[src/rtl/filter_pkg.sv]
// filter_pkg: types shared by the filter chain and its output sink.
package filter_pkg;

    localparam int DATA_WIDTH = 16;

    // One word of the filter chain output bundle; parity travels with data.
    typedef struct packed {
        logic                  parity;
        logic [DATA_WIDTH-1:0] data;
    } filter_word_t;

    // Pack a data/parity pair into a filter word.
    function automatic filter_word_t make_word(input logic [DATA_WIDTH-1:0] data,
                                               input logic parity);
        filter_word_t w;
        w.parity = parity;
        w.data   = data;
        return w;
    endfunction

endpackage

[src/rtl/filter_sink_mem.sv]
// filter_sink_mem: DEPTH-entry register array for filter words.
// One synchronous write port, one asynchronous read port. Contents are not reset.
module filter_sink_mem
    import filter_pkg::*;
#(
    parameter int DEPTH = 4
) (
    input  logic                     clk,
    input  logic                     we,
    input  logic [$clog2(DEPTH)-1:0] waddr,
    input  filter_word_t             wdata,
    input  logic [$clog2(DEPTH)-1:0] raddr,
    output filter_word_t             rdata
);

    filter_word_t mem [DEPTH];

    // Write the addressed entry when enabled.
    always_ff @(posedge clk) begin
        if (we) begin
            mem[waddr] <= wdata;
        end
    end

    // Asynchronous read gives the FIFO its fall-through behaviour.
    always_comb begin
        rdata = mem[raddr];
    end

endmodule

[src/rtl/filter_sink.sv]
// filter_sink: first-word-fall-through landing FIFO for the filter chain output.
// Words that arrive with no room are dropped and flagged on io_overflow one
// cycle later; the producer is never stalled.
// Optional macro FILTER_SINK_DROP_CNT_EN adds a saturating drop counter port
// io_drop_count (DROP_WIDTH bits).
module filter_sink
    import filter_pkg::*;
#(
    parameter int DATA_WIDTH = filter_pkg::DATA_WIDTH,
    parameter int DEPTH      = 4,
    parameter int CNT_WIDTH  = $clog2(DEPTH + 1)
`ifdef FILTER_SINK_DROP_CNT_EN
    ,
    parameter int DROP_WIDTH = 8
`endif
) (
    input  logic                  clk,
    input  logic                  reset,
    input  logic [DATA_WIDTH-1:0] io_x_data,
    input  logic                  io_x_valid,
    input  logic                  io_x_parity,
    output logic [DATA_WIDTH-1:0] io_y_data,
    output logic                  io_y_valid,
    output logic                  io_y_parity,
    input  logic                  io_y_ready,
    output logic [CNT_WIDTH-1:0]  io_count,
    output logic                  io_overflow
`ifdef FILTER_SINK_DROP_CNT_EN
    ,
    output logic [DROP_WIDTH-1:0] io_drop_count
`endif
);

    localparam int AW = $clog2(DEPTH);
    localparam logic [CNT_WIDTH-1:0] FULL_CNT = CNT_WIDTH'(DEPTH);

    logic [AW-1:0]        rd_ptr;
    logic [AW-1:0]        wr_ptr;
    logic [CNT_WIDTH-1:0] count;
    logic                 overflow;
    logic                 empty;
    logic                 full;
    logic                 pop;
    logic                 push;
    logic                 drop;
    filter_word_t         wdata;
    filter_word_t         rdata;

    // Handshake decode; a full FIFO still accepts when the head leaves this cycle.
    always_comb begin
        empty = (count == '0);
        full  = (count == FULL_CNT);
        pop   = ~empty & io_y_ready;
        push  = ~reset & io_x_valid & (~full | pop);
        drop  = ~reset & io_x_valid & ~push;
        wdata = make_word(io_x_data, io_x_parity);
    end

    filter_sink_mem #(
        .DEPTH (DEPTH)
    ) u_mem (
        .clk   (clk),
        .we    (push),
        .waddr (wr_ptr),
        .wdata (wdata),
        .raddr (rd_ptr),
        .rdata (rdata)
    );

    // Pointers wrap naturally at DEPTH; occupancy tracks push minus pop.
    always_ff @(posedge clk) begin
        if (reset) begin
            rd_ptr <= '0;
            wr_ptr <= '0;
            count  <= '0;
        end else begin
            if (push) begin
                wr_ptr <= wr_ptr + AW'(1);
            end
            if (pop) begin
                rd_ptr <= rd_ptr + AW'(1);
            end
            case ({push, pop})
                2'b10:   count <= count + CNT_WIDTH'(1);
                2'b01:   count <= count - CNT_WIDTH'(1);
                default: count <= count;
            endcase
        end
    end

    // Registered drop flag: high the cycle after each dropped word.
    always_ff @(posedge clk) begin
        if (reset) begin
            overflow <= 1'b0;
        end else begin
            overflow <= drop;
        end
    end

`ifdef FILTER_SINK_DROP_CNT_EN
    logic [DROP_WIDTH-1:0] drop_count;

    // Saturating count of dropped words, cleared only by reset.
    always_ff @(posedge clk) begin
        if (reset) begin
            drop_count <= '0;
        end else if (drop && (drop_count != '1)) begin
            drop_count <= drop_count + DROP_WIDTH'(1);
        end
    end

    assign io_drop_count = drop_count;
`endif

    // Head word is forced to zero while empty so stale storage never shows.
    always_comb begin
        io_y_valid  = ~empty;
        io_y_data   = empty ? '0 : rdata.data;
        io_y_parity = empty ? 1'b0 : rdata.parity;
        io_count    = count;
        io_overflow = overflow;
    end

endmodule

[config.mk]
export PLATFORM = sky130hd
export DESIGN_NAME = filter_sink
export DESIGN_NICKNAME = d
export VERILOG_FILES = /design/src/rtl/filter_pkg.sv /design/src/rtl/filter_sink_mem.sv /design/src/rtl/filter_sink.sv
export SDC_FILE = /design/constraint.sdc
export NUM_CORES = 1
export LEC_CHECK = 0
export BUFFER_PORTS_ARGS = -buffer_cell sky130_fd_sc_hd__buf_4
export CORE_AREA = 2 2 76 78
export DETAILED_ROUTE_END_ITERATION = 7
export DIE_AREA = 0 0 78 80
export PLACE_DENSITY_LB_ADDON = 0.15
export RECOVER_POWER = 50
export SLEW_MARGIN = 20
export SYNTH_ARGS = -nofsm -noshare
export SYNTH_HDL_FRONTEND = slang
export SYNTH_SLANG_ARGS = --single-unit
[constraint.sdc]
create_clock -name clk -period 6.8 [get_ports clk]
set_input_delay 1.36 -clock clk [delete_from_list [all_inputs] [get_ports clk]]
set_output_delay 1.36 -clock clk [all_outputs]
set_load 0.05 [all_outputs]
# [Word-level counts from Yosys, hierarchy flattened]
# Memory sizes are Yosys's and may differ from the RTL's. A register that Yosys moved wholly into a read port is not among the register bits.
# Index checks and enable logic that the tools add are counted.
[op_classes] add_sub_neg=4 eq_ne=3 n_mux=7 bitwise_logic=9 n_reduce_logical=2
[op_table] cell="$mux 16" n=1
[op_table] cell="$pmux 3 s2" n=1
[op_table] cell="$add 2x1->2 const B" n=2
[op_table] cell="$and 1x1->1" n=4
[op_table] cell="$mux 2" n=2
[op_table] cell="$not 1->1" n=4
[op_table] cell="$add 3x1->3 const B" n=1
[op_table] cell="$eq 3x3->1 const B" n=1
[op_table] cell="$logic_not 3->1" n=1
[op_table] cell="$mux 1" n=3
[op_table] cell="$sub 3x1->3 const B" n=1
[op_table] cell="$eq 2x1->1 const B" n=1
[op_table] cell="$eq 2x2->1 const B" n=1
[op_table] cell="$reduce_bool 2->1" n=1
[op_table] cell="$or 1x1->1" n=1
[word_totals] ff_bits=8 ram_bits=68 inputBits=21 output_inout_bits=22 word_cells=30 memories=1
[memory_table] name="u_mem.mem" words=4 width=17 read_ports=1 rd_ports_with_merged_regs=1 write_ports=1 line="filter_sink_mem.sv:16" text="filter_word_t mem [DEPTH];"

# [Depth between registers and ports, before layout]
# Gate-level depths: netlist of the first run.
[depth] ltp_word=7 depth_mapped=8 ltp_nobuf=7

# [By module]
# Synthesis of the first run repeated with hierarchy kept, for this count alone.
[hier_totals] cells_unflattened=159 area_unflattened_um2=3055.4
[by_module_without_submodules] module="filter_sink_mem" n_inst=1 cells_each=93 area_each_um2=2523.7
[by_module_without_submodules] module="filter_sink" n_inst=1 cells_each=66 area_each_um2=531.8

# [Least setup slack after synthesis of the first run]
# No wires, ideal clock.
[synth_path] path_kind="reg-to-output" from="register count[2] (netlist: io_count[2])" to="output port io_y_data[10]" arrival_ns=2.073 required_ns=5.440 setup_slack_ns=3.367 path_stages_with_launch=4 n_path_buf=1 cell_sequence="dfxtp_1 > or3_4 > clkbuf_1 > and2_1"
[synth_via] elab_chain_cells=2
[synth_rtl] element="from (decl)" line="filter_sink.sv:39" text="logic [CNT_WIDTH-1:0] count;"
[synth_rtl] element="from (signal assigned)" line="filter_sink.sv:84" text="2'b10: count <= count + CNT_WIDTH'(1);"
[synth_rtl] element="from (signal assigned)" line="filter_sink.sv:85" text="2'b01: count <= count - CNT_WIDTH'(1);"
[synth_rtl] element="from (signal assigned)" line="filter_sink.sv:86" text="default: count <= count;"
[synth_rtl] element="$logic_not 3->1" line="filter_sink.sv:51" text="empty = (count == '0);"
[synth_rtl] element="$mux 16" line="filter_sink.sv:118" text="io_y_data = empty ? '0 : rdata.data;"
[synth_rtl] element="to (decl)" line="filter_sink.sv:22" text="output logic [DATA_WIDTH-1:0] io_y_data,"
# Every way passes these cells.

# [Final worst setup path of the first run]
[layout_path] from="input port reset" to="memory u_mem.mem[2][6] (netlist bit), enable pin"
[layout_via] elab_chain_cells=5
[layout_rtl] element="from (decl)" line="filter_sink.sv:18" text="input logic reset,"
[layout_rtl] element="$not 1->1" line="filter_sink.sv:54" text="push = ~reset & io_x_valid & (~full | pop);"
[layout_rtl] element="$and 1x1->1 (2 in a row)" line="filter_sink.sv:54"
[layout_rtl] element="$mux 1" line="filter_sink_mem.sv:20" text="if (we) begin"
[layout_rtl] element="$mux 1 (implied by the code)" line="filter_sink_mem.sv:21" text="mem[waddr] <= wdata;"
[layout_rtl] element="to (decl)" line="filter_sink_mem.sv:16"
# Every way passes these cells.

==> results of run 1 <==
synth_stat cells (2+ instances only):
cell | number | area (um^2)
sky130_fd_sc_hd__mux4_1 | 2 | 52.55
sky130_fd_sc_hd__edfxtp_1 | 68 | 2042
sky130_fd_sc_hd__a21oi_1 | 3 | 15.01
sky130_fd_sc_hd__nand3_1 | 3 | 15.01
sky130_fd_sc_hd__dfxtp_1 | 10 | 200.2
sky130_fd_sc_hd__ha_1 | 4 | 50.05
sky130_fd_sc_hd__nand2_1 | 3 | 11.26
sky130_fd_sc_hd__buf_2 | 2 | 10.01
sky130_fd_sc_hd__xnor2_1 | 2 | 17.52
sky130_fd_sc_hd__inv_1 | 6 | 22.52
sky130_fd_sc_hd__nor2_1 | 9 | 33.78
sky130_fd_sc_hd__o21ai_0 | 2 | 10.01
sky130_fd_sc_hd__mux4_2 | 15 | 337.8
sky130_fd_sc_hd__xor2_1 | 2 | 17.52
sky130_fd_sc_hd__buf_6 | 3 | 33.78
sky130_fd_sc_hd__and2_1 | 21 | 131.4
per-layer routing:
layer	routed length [um]	part of all wire [%]	vias up	track usage, %
met1	2262	40	871	24.24
met4	74	1.3	0	8.947
met2	3016	54	48	34.83
met5	0	0	-	0
li1	-	-	741	-
met3	233	4.2	10	3.733
power groups by stage:
stage | sequential (mW) | combinational [mW] | clock (mW)
final | 0.551 | 0.148 | 0.394
after global routing | 0.554 | 0.158 | 0.419
after CTS | 0.552 | 0.158 | 0.400
after detailed placement | 0.562 | 0.157 | 0
after global placement | 0.560 | 0.152 | 0
after floorplan | 0.557 | 0.117 | 0
registers in the layout, summed over array words and instances, names as in the netlist, named ones only:
register / count
rd_ptr: 2
io_count: 3
wr_ptr: 2
u_mem.mem: 68
io_overflow: 1
layout make-up:
cell class,count,area (um^2),area share [%]
inverter,6,22.52,0.6207
clock buffer,10,127.6,3.517
clock inverter,5,100.1,2.759
tap,72,90.09,2.483
multi-input combinational,79,815.8,22.48
timing repair buffer,42,229.0,6.310
sequential,78,2243,61.83
logic make-up after synthesis:
logic type                 Yosys count  synth area share, %
buffers and inverters               13                2.838
muxes                               19                13.20
xor gates and xnor gates             4                1.104
adders and majority gates            5                2.207
and+or+nand+nor                     42                7.726
DFF                                 78                70.63
AOI/OAI and AO/OA                    9                2.286
path summary, 6_finish.rpt:
check,start,endpoint
worst max-delay path,reset,u_mem.mem[2][6]$_DFFE_PP_
worst min-delay path,rd_ptr[1]$_SDFFE_PP0P_,register
worst max register to register,io_count[0]$_SDFFE_PP0P_,u_mem.mem[2][6]$_DFFE_PP_
worst min register to register,rd_ptr[1]$_SDFFE_PP0P_,register
worst max-delay path, stage by stage:
cell                       delay [ns]
sky130_fd_sc_hd__clkbuf_1        0.22
sky130_fd_sc_hd__nand2b_1        0.31
sky130_fd_sc_hd__a31oi_1         0.47
sky130_fd_sc_hd__and2_0          1.03
stage by stage:
stage | utilization [%] | cell area, um^2
6_report | 67.13 | 3628
2_1_floorplan | - | 3174
3_3_place_gp | 64.98 | 3512
3_5_place_dp | 65.00 | 3513
5_1_grt | 67.13 | 3628
4_1_cts | 69.21 | 3741
==> summary.txt, run 1 <==
=====================================================================================
Buffer levels on the longest clock path                                             2
Most used cells in the layout excluding fill and tap cells               sky130_fd_sc_hd__edfxtp_1 (68), sky130_fd_sc_hd__clkbuf_1 (24), sky130_fd_sc_hd__and2_1 (20), sky130_fd_sc_hd__buf_4 (19), sky130_fd_sc_hd__mux4_2 (15)
Leakage dissipation                                                          1.218 nW
Maximum operating frequency                                                 288.8 MHz
Total Routing Usage GR                                                         19.91%
TritonCTS clock tree                                                            built
Final WL                                                                      5586 um
Number of design rule violations left after detail routing                          0
Worst-Margin Slew                                                            1.237 ns
Die Area                                                                 0.006240 mm^2
Row count                                                                          27
Final cell count without fillers                                                  292
CTS clk-pin slew, worst paths                                                 0.07 ns
Count of routing violations after the opening detailed-route iteration            127
Root buf cell                                                            sky130_fd_sc_hd__clkbuf_8
DP Cell Count                                                                     277
Power after layout                                                           1.093 mW
Critical path data required time                                              6.74 ns
Number of vias per cell                                                         5.719
Starting utilization of the core area                                          58.73%
Final count of negative-setup-slack endpoints                                       0
Ant. Diodes                                                                         0
Mapped Cells                                                                      170
Final worst path period need                                                 3.462 ns
Y dimension of the die                                                          80 um
Post-CTS resize count                                                               0
Arrival @ worst endpoint                                                      3.40 ns
Critical-path maximum fanout                                                       17
Hold Vio Cnt, Final                                                                 0
Number of sinks driven by the clock tree                                           78
Path class of the lowest-slack min-delay path                              reg -> reg
Count of unique library cells instantiated by Yosys                                31
Max capacitance violation total                                                     0
Area of the mapped netlist                                               0.003174 mm^2
Critical setup path kind                                                    in -> reg
IO Port Bufs                                                                       42
Placeable core region                                                    0.005405 mm^2
Share of layout cells above drive strength 1                                   23.18%
Setup slack after layout                                                     3.338 ns
Count of filler cells inserted in the layout                                      404
Area growth from synthesis to layout                                           14.31%
Most frequent standard cell in the layout excluding fill and tap cells   sky130_fd_sc_hd__edfxtp_1
Critical path capture point type                                             register
Global-route wire length before repair                                        8956 um
Fraction of the cycle the final worst path needs                               50.91%
HPWL reported at the end of detailed placement                                3605 um
Gr ovfl total                                                                       0
FFs w/ async S/R, synth                                                            0%
Worst clock skew on the final layout                                      0.008212 ns
Hold bufs inserted after CTS                                                        0
RSZ-0062 raised after global routing                                               no
Number of antenna violations at the first check in global routing                   0
Sequential group share of total power                                           50.4%
Max Slew Vio Count                                                                  0
Wire length per cell after detailed routing                                  19.13 um
Worst-case setup slack after placement                                       3.558 ns
Clock Power Share                                                               36.1%
FF+latch count, synth                                                              78
Worst-case hold slack                                                       0.5522 ns
Most used flip-flop cell after synthesis                                 sky130_fd_sc_hd__edfxtp_1
Number of synthesized flops with an enable pin                                     68
Global placement routability congestion                                        0.6997
Worst IR Drop VDD                                                           0.1568 mV
Outcome                                                                  complete, no violations
Total Neg Setup Slack                                                            0 ns
Largest net degree at the start of global routing                                  22
Worst-Skew Late Latency                                                       0.34 ns
Number of top-level design ports                                                   43
Vias after detailed routing                                                      1670
Share of total power in combinational logic                                     13.5%
Antenna Nets Post-Route                                                             0
Minimum setup slack among reg-to-reg paths                                    4.32 ns
Synth Net Count                                                                   196
Number of buffers created by CTS                                                    9
Element type at the critical path start                                    input port
FF-to-FF path depth                                                                 3
Sequential share of the synthesized area                                       70.63%
WHS Path Cells                                                                      2
First-pass iteration count of the detailed router                                   4
Post-CTS setup repair buffer count                                                  0
Sw Ratio                                                                       23.93%
Final net count                                                                   242
Net load switching power                                                    0.2615 mW
Die boundary width                                                              78 um
H-tree depth                                                                        3
Warning count from the yosys run                                                    0
Avg Synthesized Cell Area                                                  18.67 um^2
Via count of the first global-routing pass                                       1799
Internal power                                                              0.8313 mW
Normalized max-slew margin                                                     17.46%
P per Cell Area                                                          301.2 mW/mm^2
=====================================================================================
No activity file was read; power rests on OpenSTA's default activity.
==> inputs of run 2 (changes only) <==
- CORE_AREA: 2 2 76 78 -> 2 2 82 84
- DIE_AREA: 0 0 78 80 -> 0 0 84 86
- clock period: 6.8 -> 3.1 ns (I/O delays scaled with it)
==> run 2 against run 1 <==
Net effect: design area up 1.0%; wire length decreased by 1.3%; power increased by 110%; global-route usage down 3.7 points; clock power up 99%; largest power group unchanged.
==> summary.txt, run 2 (synthesis results as in run 1) <==
=====================================================================================
Final cell count without fillers                                                  304
Worst-Skew Late Latency                                                       0.34 ns
Power after layout                                                           2.323 mW
Number of vias per cell                                                         5.438
Global-route wire length before repair                                        8507 um
Worst-case setup slack after placement                                      0.5910 ns
P per Cell Area                                                          633.7 mW/mm^2
Critical-path maximum fanout                                                       21
Fraction of the cycle the final worst path needs                               88.21%
Final net count                                                                   248
Area growth from synthesis to layout                                           15.49%
Critical path capture point type                                             register
Final worst path period need                                                 2.734 ns
Largest net degree at the start of global routing                                  22
Post-CTS setup repair buffer count                                                  0
Share of layout cells above drive strength 1                                   25.11%
H-tree depth                                                                        3
Via count of the first global-routing pass                                       1713
DP Cell Count                                                                     288
Max capacitance violation total                                                     0
Placeable core region                                                    0.006277 mm^2
Maximum operating frequency                                                 365.7 MHz
Worst clock skew on the final layout                                      0.005576 ns
Antenna Nets Post-Route                                                             0
Gr ovfl total                                                                       0
Count of routing violations after the opening detailed-route iteration             61
Y dimension of the die                                                          86 um
Setup slack after layout                                                    0.3655 ns
Number of antenna violations at the first check in global routing                   0
Buffer levels on the longest clock path                                             2
TritonCTS clock tree                                                            built
First-pass iteration count of the detailed router                                   4
Worst-Margin Slew                                                            1.161 ns
Max Slew Vio Count                                                                  0
Most frequent standard cell in the layout excluding fill and tap cells   sky130_fd_sc_hd__edfxtp_1
Arrival @ worst endpoint                                                      2.97 ns
Post-CTS resize count                                                               0
Number of sinks driven by the clock tree                                           78
Critical setup path kind                                                   reg -> reg
Ant. Diodes                                                                         0
Outcome                                                                  complete, no violations
Post-Route Utilization                                                         58.40%
Number of flip-flops under the largest register name                               68
Total Neg Setup Slack                                                            0 ns
Count of filler cells inserted in the layout                                      518
Final count of negative-setup-slack endpoints                                       0
RSZ-0062 raised after global routing                                               no
Critical path data required time                                              3.34 ns
Number of top-level design ports                                                   43
Root buf cell                                                            sky130_fd_sc_hd__clkbuf_8
Vias after detailed routing                                                      1653
Hold Vio Cnt, Final                                                                 0
Normalized max-slew margin                                                     22.61%
Wire length per cell after detailed routing                                  18.14 um
Total Routing Usage GR                                                         16.24%
CTS clk-pin slew, worst paths                                                 0.07 ns
Starting utilization of the core area                                          50.57%
Element type at the critical path start                                      register
Leakage dissipation                                                          1.245 nW
HPWL reported at the end of detailed placement                                3562 um
Global placement routability congestion                                        0.7622
Die Area                                                                 0.007224 mm^2
Die boundary width                                                              84 um
Row count                                                                          29
Final WL                                                                      5515 um
Number of design rule violations left after detail routing                          0
Hold bufs inserted after CTS                                                        0
IO Port Bufs                                                                       42
Path class of the lowest-slack min-delay path                               in -> reg
Number of buffers created by CTS                                                    9
Most used cells in the layout excluding fill and tap cells               sky130_fd_sc_hd__edfxtp_1 (68), sky130_fd_sc_hd__buf_4 (26), sky130_fd_sc_hd__clkbuf_1 (24), sky130_fd_sc_hd__and2_1 (20), sky130_fd_sc_hd__mux4_2 (15)
Worst IR Drop VDD                                                           0.3836 mV
Top register by number of flip-flops                                        u_mem.mem
=====================================================================================
-- run 2: changes by cell type in the layout (fill, tap and decap cells not counted), sizes merged --
cell | before | now
buf | 19 | 26
bufinv | 3 | 2
clkinv | 2 | 3
-- run 2: layer usage --
layer	track usage, %	wire [um]	part of all wire (%)
met4	8.798	82	1.5
met5	0	0	0
met3	4.716	204	3.7
met1	18.09	2355	43
met2	28.29	2872	52
-- run 2: worst paths after layout --
| kind | start | slack (ns) | cells past startpoint | to |
|---|---|---|---|---|
| setup reg to reg | io_count[2]$_SDFFE_PP0P_ | 0.37 | 7 | io_count[2]$_SDFFE_PP0P_ |
| hold / removal | reset | 0.53 | 2 | io_count[0]$_SDFFE_PP0P_ |
| setup / recovery | io_count[2]$_SDFFE_PP0P_ | 0.37 | 7 | io_count[2]$_SDFFE_PP0P_ |
| hold reg to reg | rd_ptr[0]$_SDFFE_PP0P_ | 0.54 | 2 | register |
-- run 2: critical path: stages, from the launching register on --
cell,delay (ns)
sky130_fd_sc_hd__dfxtp_1,0.43
sky130_fd_sc_hd__or3_1,0.61
sky130_fd_sc_hd__nand3_1,0.21
sky130_fd_sc_hd__fa_1,0.47
sky130_fd_sc_hd__or3b_1,0.42
sky130_fd_sc_hd__a32o_1,0.29
sky130_fd_sc_hd__a21oi_1,0.14
sky130_fd_sc_hd__nor2_1,0.06
-- run 2: where the power goes --
part	internal, mW	switching [mW]	total (mW)
sequential	1.18	0.0140	1.19
combinational	0.124	0.224	0.348
clock	0.449	0.336	0.785
-- run 2: layout make-up --
| type | count | area, um^2 | share of cell area (%) |
|---|---|---|---|
| Inverter | 6 | 22.52 | 0.6143 |
| Tap cell | 77 | 96.34 | 2.628 |
| Clock buffer | 11 | 131.4 | 3.584 |
| Timing Repair Buffer | 48 | 277.8 | 7.577 |
| Sequential cell | 78 | 2242 | 61.16 |
| Clock inverter | 5 | 73.82 | 2.014 |
| Multi-Input combinational cell | 79 | 822.0 | 22.42 |
-- run 2: metrics by stage --
stage / hold WS, ns / cell area (um^2)
after floorplan: 0.4847 / 3174
after global placement: 0.5232 / 3563
after detailed placement: 0.5238 / 3563
after CTS: 0.4606 / 3769
after global routing: 0.5268 / 3666
final: 0.5261 / 3666
==> inputs of run 3 (changes only) <==
- CORE_AREA: 2 2 82 84 -> 2 2 81 83
- DIE_AREA: 0 0 84 86 -> 0 0 83 85
- SYNTH_HIERARCHICAL: not set -> 1
==> run 3 against run 2 <==
Net effect: critical path depth fell by 3; worst hold slack better by 0.021 ns; setup slack improved by 0.064 ns; via count is 4.3% lower; count of clock-buffer cells in the layout is 2 lower; first-iteration DRC count is 13% higher; area after synthesis decreased by 3.7%; clock power is 23% lower.
==> summary.txt, run 3 <==
=====================================================================================
Hold Vio Cnt, Final                                                                 0
Final worst path period need                                                 2.671 ns
Maximum operating frequency                                                 374.4 MHz
Critical path capture point type                                          output port
Worst-case setup slack after placement                                      0.5588 ns
Worst-Margin Slew                                                            1.155 ns
Count of routing violations after the opening detailed-route iteration             69
Buffer levels on the longest clock path                                             2
Root buf cell                                                            sky130_fd_sc_hd__clkbuf_8
Final cell count without fillers                                                  292
DP Cell Count                                                                     276
Avg Synthesized Cell Area                                                  19.22 um^2
H-tree depth                                                                        3
Commonest cells in the netlist                                           sky130_fd_sc_hd__edfxtp_1 (68), sky130_fd_sc_hd__and2_1 (17), sky130_fd_sc_hd__mux4_2 (10)
Placeable core region                                                    0.006205 mm^2
First-pass iteration count of the detailed router                                   4
Warning count from the yosys run                                                    6
Final count of negative-setup-slack endpoints                                       0
Post-CTS resize count                                                               0
Number of vias per cell                                                         5.418
RR Startpoint                                                            io_count[0]$_SDFFE_PP0P_
FF-to-FF path depth                                                                 7
Antenna Nets Post-Route                                                             0
Global placement routability congestion                                        0.7292
Area taken by multi-input logic gates                                      785.8 um^2
Element type at the critical path start                                      register
Leakage dissipation                                                          1.176 nW
Critical path data required time                                              2.48 ns
Gr ovfl total                                                                       0
Number of synthesized flops with an enable pin                                     68
Ant. Diodes                                                                         0
Count of unique library cells instantiated by Yosys                                34
Arrival @ worst endpoint                                                      2.05 ns
Area of the mapped netlist                                               0.003055 mm^2
Global-route wire length before repair                                        8211 um
P per Cell Area                                                          607.1 mW/mm^2
Largest net degree at the start of global routing                                  22
Via count of the first global-routing pass                                       1616
Die Area                                                                 0.007055 mm^2
Mapped Cells                                                                      159
Top register by number of flip-flops                                        u_mem/mem
Final net count                                                                   232
Post-route design area                                                   0.003512 mm^2
RSZ-0062 raised after global routing                                               no
Worst IR Drop VDD                                                           0.3469 mV
Hold bufs inserted after CTS                                                        0
Total Neg Setup Slack                                                            0 ns
Hold Path Origin                                                         io_x_data[6]
Final WL                                                                      5151 um
Max capacitance violation total                                                     0
Count of filler cells inserted in the layout                                      497
Number of design rule violations left after detail routing                          0
Most used flip-flop cell after synthesis                                 sky130_fd_sc_hd__edfxtp_1
Number of buffers created by CTS                                                    9
IO Port Bufs                                                                       42
Number of top-level design ports                                                   43
FFs w/ async S/R, synth                                                            0%
Vias after detailed routing                                                      1582
Number of flip-flops under the largest register name                               68
Area growth from synthesis to layout                                           14.95%
Critical-path maximum fanout                                                        8
Max Slew Vio Count                                                                  0
Setup slack after layout                                                    0.4294 ns
Number of sinks driven by the clock tree                                           76
Number of antenna violations at the first check in global routing                   0
HPWL reported at the end of detailed placement                                3392 um
Most repeated cell in the gate-level netlist after synthesis             sky130_fd_sc_hd__edfxtp_1
Most used cells in the layout excluding fill and tap cells               sky130_fd_sc_hd__edfxtp_1 (68), sky130_fd_sc_hd__clkbuf_1 (23), sky130_fd_sc_hd__buf_4 (23), sky130_fd_sc_hd__and2_1 (17), sky130_fd_sc_hd__mux4_2 (10)
Normalized max-slew margin                                                     23.02%
Top-area cell type share of the netlist area                                   66.83%
Min-Delay Endpoint                                                       u_mem/mem[2][6]$_DFFE_PP_
Y dimension of the die                                                          85 um
Cells taking the most area after synthesis                               sky130_fd_sc_hd__edfxtp_1 (67%), sky130_fd_sc_hd__mux4_2 (7.4%), sky130_fd_sc_hd__mux4_1 (6.0%), sky130_fd_sc_hd__dfxtp_1 (5.2%), sky130_fd_sc_hd__and2_1 (3.5%)
FF+latch count, synth                                                              76
Minimum setup slack among reg-to-reg paths                                    0.61 ns
Starting utilization of the core area                                          49.24%
Dominant cell type by area after synthesis                               sky130_fd_sc_hd__edfxtp_1
Die boundary width                                                              83 um
WHS Path Cells                                                                      1
Wire length per cell after detailed routing                                  17.64 um
Critical setup path kind                                                   reg -> out
Synth Net Count                                                                   181
Total Routing Usage GR                                                         15.88%
Outcome                                                                  complete, no violations
Worst-Skew Late Latency                                                       0.33 ns
Fraction of the cycle the final worst path needs                               86.15%
Row count                                                                          29
Share of layout cells above drive strength 1                                   21.40%
Worst clock skew on the final layout                                      0.003528 ns
Path class of the lowest-slack min-delay path                               in -> reg
Most frequent standard cell in the layout excluding fill and tap cells   sky130_fd_sc_hd__edfxtp_1
Endpoint of the worst-slack reg-to-reg timing path                       io_count[2]$_SDFFE_PP0P_
Sequential share of the synthesized area                                       72.07%
Cell area reported after detailed placement                              0.003453 mm^2
TritonCTS clock tree                                                            built
Post-CTS setup repair buffer count                                                  0
Worst-case hold slack                                                       0.5467 ns
Seq. cell area                                                           0.002202 mm^2
CTS clk-pin slew, worst paths                                                 0.07 ns
=====================================================================================
-- run 3: cell types whose count changed in the layout (fill, tap and decap cells not counted), moves of 2 or more --
cell / change
sky130_fd_sc_hd__mux4_1: +5
sky130_fd_sc_hd__nor2_1: -3
sky130_fd_sc_hd__a21oi_1: -2
sky130_fd_sc_hd__nand3_1: +2
sky130_fd_sc_hd__and3b_1: +2
sky130_fd_sc_hd__clkinv_1: +2
sky130_fd_sc_hd__inv_1: -3
sky130_fd_sc_hd__ha_1: -4
sky130_fd_sc_hd__and2_1: -3
sky130_fd_sc_hd__mux4_2: -5
sky130_fd_sc_hd__buf_4: -3
sky130_fd_sc_hd__bufinv_16: -2
sky130_fd_sc_hd__dfxtp_1: -2
-- run 3: worst max path at each step --
stage                                   startpoint                         to  slack, ns  cells past startpoint
after floorplan           io_count[0]$_SDFFE_PP0P_  u_mem/mem[0][0]$_DFFE_PP_       0.28                      3
after global placement    io_count[0]$_SDFFE_PP0P_   io_count[2]$_SDFFE_PP0P_       0.72                      7
after detailed placement  io_count[0]$_SDFFE_PP0P_   io_count[2]$_SDFFE_PP0P_       0.56                      7
after CTS                   rd_ptr[0]$_SDFFE_PP0P_               io_y_data[4]       0.38                      4
after global routing        rd_ptr[0]$_SDFFE_PP0P_               io_y_data[0]       0.33                      4
final                       rd_ptr[0]$_SDFFE_PP0P_               io_y_data[4]       0.43                      4
-- run 3: final cells by class --
| type | count | area share (%) |
|---|---|---|
| clock buffer | 9 | 3.527 |
| clock inverter | 7 | 0.9619 |
| inverter | 3 | 0.3206 |
| multi-input combinational | 74 | 22.37 |
| sequential | 76 | 62.70 |
| tap | 77 | 2.743 |
| timing repair buffer | 46 | 7.374 |
-- run 3: kinds of logic after synthesis --
group,count (synthesis),synth area share [%]
AO/OA/AOI/OAI,7,1.556
multiplexers,18,13.72
buffers and inverters,9,1.966
AND/OR/NAND/NOR,43,8.600
adder cells (fa/ha/maj),1,0.6552
XOR/XNOR,5,1.434
flip-flops,76,72.07
-- run 3: critical path, cell delays in order, from the launching register on --
cell and delay (ns):
sky130_fd_sc_hd__dfxtp_1 0.56, sky130_fd_sc_hd__buf_4 0.25, sky130_fd_sc_hd__mux4_1 0.54, sky130_fd_sc_hd__and2_1 0.17, sky130_fd_sc_hd__buf_4 0.19
-- run 3: report_power, final --
group | internal (mW) | total (mW) | leakage (nW) | switching, mW
clock network | 0.278 | 0.607 | 0.0813 | 0.330
logic | 0.129 | 0.363 | 0.412 | 0.234
registers | 1.14 | 1.16 | 0.683 | 0.0184
total | 1.55 | 2.13 | 1.18 | 0.582
-- run 3: routing by layer --
layer  share of wire, %  global-route usage (%)  wire, um  up-vias
li1                   -                       -         -      732
met1                 42                   18.40      2152      807
met2                 53                   27.20      2736       36
met3                3.8                   4.280       194        7
met4                1.3                   8.495        68        0
met5                  0                       0         0        -
-- run 3: metrics by stage --
| step | utilization, % | total power, mW |
|---|---|---|
| floorplan | - | 1.451 |
| global placement | 55.66 | 1.561 |
| detailed placement | 55.66 | 1.568 |
| CTS | 58.20 | 2.175 |
| global route | 56.60 | 2.226 |
| finish | 56.60 | 2.132 |
